## src/rtl/uart_rx.sv

```systemverilog
// 8N1 UART receiver: 2-flop synchronizer, mid-bit sampling, one-entry valid/ready output
// register with framing-error and overrun pulses.
module uart_rx #(
  parameter int unsigned CLKS_PER_BIT = 434
) (
  input  logic       clk,
  input  logic       rst_n,
  input  logic       rx,
  output logic [7:0] rx_data,
  output logic       rx_valid,
  input  logic       rx_ready,
  output logic       frame_err,
  output logic       overrun,
  output logic       busy
);

  localparam int unsigned CntW = $clog2(CLKS_PER_BIT);
  localparam int unsigned Half = CLKS_PER_BIT / 2;
  localparam logic [CntW-1:0] HalfM1 = CntW'(Half - 1);
  localparam logic [CntW-1:0] BitM1  = CntW'(CLKS_PER_BIT - 1);

  typedef enum logic [1:0] {StIdle, StStart, StData, StStop} state_e;

  state_e          state_q, state_d;
  logic [1:0]      sync_q;
  logic [CntW-1:0] cnt_q, cnt_d;
  logic [2:0]      idx_q, idx_d;
  logic [7:0]      shreg_q, shreg_d;
  logic            brk_q, brk_d;
  logic [7:0]      rx_data_q, rx_data_d;
  logic            rx_valid_q, rx_valid_d;
  logic            frame_err_q, frame_err_d;
  logic            overrun_q, overrun_d;
  logic            rxs;
  logic            deliver;

  // Synchronizer flops reset to the idle level so reset never looks like a start bit.
  assign rxs = sync_q[1];

  always_comb begin
    state_d     = state_q;
    cnt_d       = cnt_q + CntW'(1);
    idx_d       = idx_q;
    shreg_d     = shreg_q;
    brk_d       = brk_q;
    deliver     = 1'b0;
    frame_err_d = 1'b0;
    unique case (state_q)
      StIdle: begin
        cnt_d = '0;
        if (!rxs) state_d = StStart;
      end
      StStart: begin
        if (cnt_q == HalfM1) begin
          cnt_d   = '0;
          idx_d   = 3'd0;
          state_d = rxs ? StIdle : StData;
        end
      end
      StData: begin
        if (cnt_q == BitM1) begin
          cnt_d   = '0;
          shreg_d = {rxs, shreg_q[7:1]};
          if (idx_q == 3'd7) state_d = StStop;
          else               idx_d   = idx_q + 3'd1;
        end
      end
      StStop: begin
        if (brk_q) begin
          // Line held low after a bad stop bit: wait for idle without re-reporting.
          cnt_d = '0;
          if (rxs) begin
            brk_d   = 1'b0;
            state_d = StIdle;
          end
        end else if (cnt_q == BitM1) begin
          cnt_d = '0;
          if (rxs) begin
            deliver = 1'b1;
            state_d = StIdle;
          end else begin
            frame_err_d = 1'b1;
            brk_d       = 1'b1;
          end
        end
      end
      default: state_d = StIdle;
    endcase
  end

  always_comb begin
    rx_data_d  = rx_data_q;
    rx_valid_d = rx_valid_q;
    overrun_d  = 1'b0;
    if (deliver) begin
      if (!rx_valid_q || rx_ready) begin
        rx_data_d  = shreg_q;
        rx_valid_d = 1'b1;
      end else begin
        overrun_d = 1'b1;
      end
    end else if (rx_valid_q && rx_ready) begin
      rx_valid_d = 1'b0;
    end
  end

  always_ff @(posedge clk or negedge rst_n) begin
    if (!rst_n) begin
      sync_q      <= 2'b11;
      state_q     <= StIdle;
      cnt_q       <= '0;
      idx_q       <= 3'd0;
      shreg_q     <= 8'h00;
      brk_q       <= 1'b0;
      rx_data_q   <= 8'h00;
      rx_valid_q  <= 1'b0;
      frame_err_q <= 1'b0;
      overrun_q   <= 1'b0;
    end else begin
      sync_q      <= {sync_q[0], rx};
      state_q     <= state_d;
      cnt_q       <= cnt_d;
      idx_q       <= idx_d;
      shreg_q     <= shreg_d;
      brk_q       <= brk_d;
      rx_data_q   <= rx_data_d;
      rx_valid_q  <= rx_valid_d;
      frame_err_q <= frame_err_d;
      overrun_q   <= overrun_d;
    end
  end

  assign rx_data   = rx_data_q;
  assign rx_valid  = rx_valid_q;
  assign frame_err = frame_err_q;
  assign overrun   = overrun_q;
  assign busy      = (state_q != StIdle);

endmodule
```

## config.mk

```make
export PLATFORM = sky130hd
export DESIGN_NAME = uart_rx
export DESIGN_NICKNAME = d
export VERILOG_FILES = /design/src/rtl/uart_rx.sv
export SDC_FILE = /design/constraint.sdc
export NUM_CORES = 1
export LEC_CHECK = 0
export BUFFER_PORTS_ARGS = -buffer_cell sky130_fd_sc_hd__buf_2
export CORE_ASPECT_RATIO = 0.9
export CORE_MARGIN = 2
export CORE_UTILIZATION = 54
export CTS_BUF_LIST = sky130_fd_sc_hd__clkbuf_4
export CTS_CLUSTER_SIZE = 14
export DETAILED_ROUTE_END_ITERATION = 6
export PLACE_DENSITY = 0.84
export SLEW_MARGIN = 20
export SYNTH_ARGS = -nofsm -noshare
export SYNTH_HDL_FRONTEND = slang
export SYNTH_SLANG_ARGS = --single-unit
```

## constraint.sdc

```tcl
create_clock -name clk -period 2.15 [get_ports clk]
set_input_delay 0.1075 -clock clk [delete_from_list [all_inputs] [get_ports clk]]
set_output_delay 0.1075 -clock clk [all_outputs]
set_load 0.005 [all_outputs]
```

==> results.md <==
* Final Hold Viols at 0
* I/O Pins at 16
* Most frequent cells in the layout: 34 x dfrtp_1, 16 x buf_4, 15 x buf_2
* Worst path cell trace: or2_4 > or3_4 > or4b_4 > mux2_4
* Avg WL per Cell at around 15 um
* PwrDens at roughly 590 nW/um^2
* Post-synth top flop: dfrtp_1
* Reg clk slew, reported paths at about 0.12 ns
* Placement Setup Slack at -0.0680 ns
* Slowest-stage cell, CP: or4b_4
* Max-cap viol count at 0
* Maximum vdd drop at between 0.7 and 0.8 mV
* Syn nets at 141
* Leakage at ~1 nW
* Status: complete, but fails checks
* Initial DRC count at 45
* Vias in the first global route at approximately 1200
* Diodes inserted at 0
* Failing checks: negative setup slack
* Final worst setup slack at -0.00686 ns
* Detailed Route WL at between 3000 and 4000 um
* Largest net degree at the start of global routing at 37
* HPWL after DPL at 2130 um
* Synthesized area at 1630 sq um
* Skew-Pair Late Insertion Delay at approximately 0.36 ns
* EDFF count, synth at 0
* First-pass GRT wire length at 5150 um
* GPL Wtd Cong at approximately 0.78
* Slowest stage delay, CP at approximately 0.66 ns
* Gr usage total at 20.7%
* Tcrit/Tclk final at 100%
* Initial antenna violation count at 0
* Clk buf depth at 2
* Seq/Total Area, Yosys at between 50% and 60%
* Share of post-route cells with drive strength above 1 at 38.8%
* Worst min path class: in -> reg
* Worst clock skew at between 0.015 and 0.02 ns
* Post-synth cell types at 36
* GRT overflow at 0
* Required @ worst endpoint at 2.41 ns
* Fmax at around 460 MHz
* Total power at about 1.2 mW
* CP arrival at roughly 2.4 ns
* Critical Path Fanout Max at 8
* Htree depth at 2
* Die H at between 50 and 60 um
* Die ar. at between 3000 and 4000 sq um
* # setup viols final at 2
* First-pass detailed-route iteration total at 4
* Nets at 178
* Worst-Margin Slew at 0.764 ns
* TritonCTS Buffers at 5
* Vias per cell at roughly 5.5
* CTS tree: yes
* Post-synth ARST share at 100%
* Port Buffer Count at 15
* Remaining DRCs at 0
* Core ar. at approximately 2800 sq um
* Cells after Synth at ~130
* Tmin final at around 2.2 ns
* Clock sink total at 36
* Final ANT Viol Nets at 0
* Die W at 61.9 um
* Layout area overhead at 21.4%
* Crit path kind: reg -> reg
* Worst path buffer plus inverter count at 0
* Final Slew Violations at 0
* Row count at 18
* CP endpoint kind: register
* Root Buffer: clkbuf_4
* RSZ-0062 raised after global routing: yes
* Starting Density at between 50% and 60%
* Slew margin rel. at around 50%
* Via count at roughly 1200
* Most common cell after layout, fill and taps aside: dfrtp_1
* Synthesized flop and latch total at 36
* Nature of the critical path startpoint: register
* CP top delay family: simple AND/OR/NAND/NOR gates
* Synth Area per Inst at roughly 12 sq um
* Yosys warning total at 0
## cell type report
class / count / area, sq um
sequential: 36 / 903
fill: 191 / 838
multi-input combinational: 89 / 713
timing repair buffer: 33 / 215
tap: 40 / 50.0
clock inverter: 3 / 42.5
clock buffer: 5 / 37.5
inverter: 4 / 15.0
## path summary, 6_finish.rpt
path	from	to	slack, ns	cells after the start
max	cnt_q[6]$_DFF_PN0_	rx_data[0]$_DFFE_PN0P_	-0.007	4
min	rx_ready	rx_valid$_DFFE_PN0P_	0.06	3
max reg2reg	cnt_q[6]$_DFF_PN0_	rx_data[0]$_DFFE_PN0P_	-0.007	4
min reg2reg	sync_q[0]$_DFF_PN1_	sync_q[1]$_DFF_PN1_	0.36	0
max in group asynchronous	rst_n	cnt_q[8]$_DFF_PN0_	1.31	2
min in group asynchronous	rst_n	rx_valid$_DFFE_PN0P_	0.35	2
## worst min-delay path, delay by kind of cell
family                 cells  cell delay, ns
buffers and inverters      1            0.07
and+or+nand+nor            2            0.22
## power by group
group	total (mW)	leakage, nW	internal [mW]	switching (mW)
registers	0.682	0.481	0.680	0.00210
logic	0.0180	0.477	0.00480	0.0132
clock network	0.475	0.0412	0.242	0.233
total	1.18	0.999	0.927	0.248
## what timing repair did
action	in CTS	in global routing
gates resized for setup	3	5
endpoints found under the setup margin	8	15
pin swaps	1	2
hold buffers	2	0
endpoints found under the hold margin	35	0
cloned	0	0
buffers inserted	0	2
## cell usage after synthesis, types with 3 or more instances
cell / count / area [sq um]
inv_1: 4 / 15.0
nor3_1: 3 / 15.0
nor2_1: 13 / 48.8
a21oi_1: 3 / 15.0
ha_1: 5 / 62.6
mux2_2: 8 / 90.1
mux2_4: 8 / 120
nand2b_1: 3 / 18.8
a31oi_1: 4 / 25.0
dfrtp_1: 34 / 851
xnor2_1: 5 / 43.8
nand2_1: 9 / 33.8
nand3_1: 3 / 15.0
## routing by layer
layer  global-route usage [%]  share of wire [%]  vias up
met4                     8.21                1.9        0
met2                     32.3                 49       37
li1                         -                  -      541
met1                     24.6                 43      578
met5                        0                  0        -
met3                     8.84                5.6        7
## kinds of logic after synthesis
| kind of cell | synth area share (%) |
|---|---|
| AOI/OAI and AO/OA | 6.22 |
| xor gates and xnor gates | 3.76 |
| adders and majority gates | 3.84 |
| buffers and inverters | 2.07 |
| DFF | 55.5 |
| muxes | 12.9 |
| and+or+nand+nor | 15.7 |
## sequential cells by signal, summed over array words and instances, names as in the netlist, named ones only
register   cells
cnt_q          9
rx_data        8
shreg_q        8
idx_q          3
sync_q         2
brk_q          1
frame_err      1
overrun        1
rx_valid       1
state_q        1
## through the flow
stage          setup TNS [ns]  instances  area (sq um)  hold slack [ns]  utilization, %
2_1_floorplan               0        132          1630           -0.188               -
3_3_place_gp                0        199          1850            0.208            65.6
3_5_place_dp           -0.501        199          1850            0.214            65.6
4_1_cts                     0        209          1960           0.0533            69.6
5_1_grt                -0.268        210          1980           0.0658            70.2
6_report              -0.0122        210          1980           0.0592            70.2
Power figures use the tool's default switching activity.
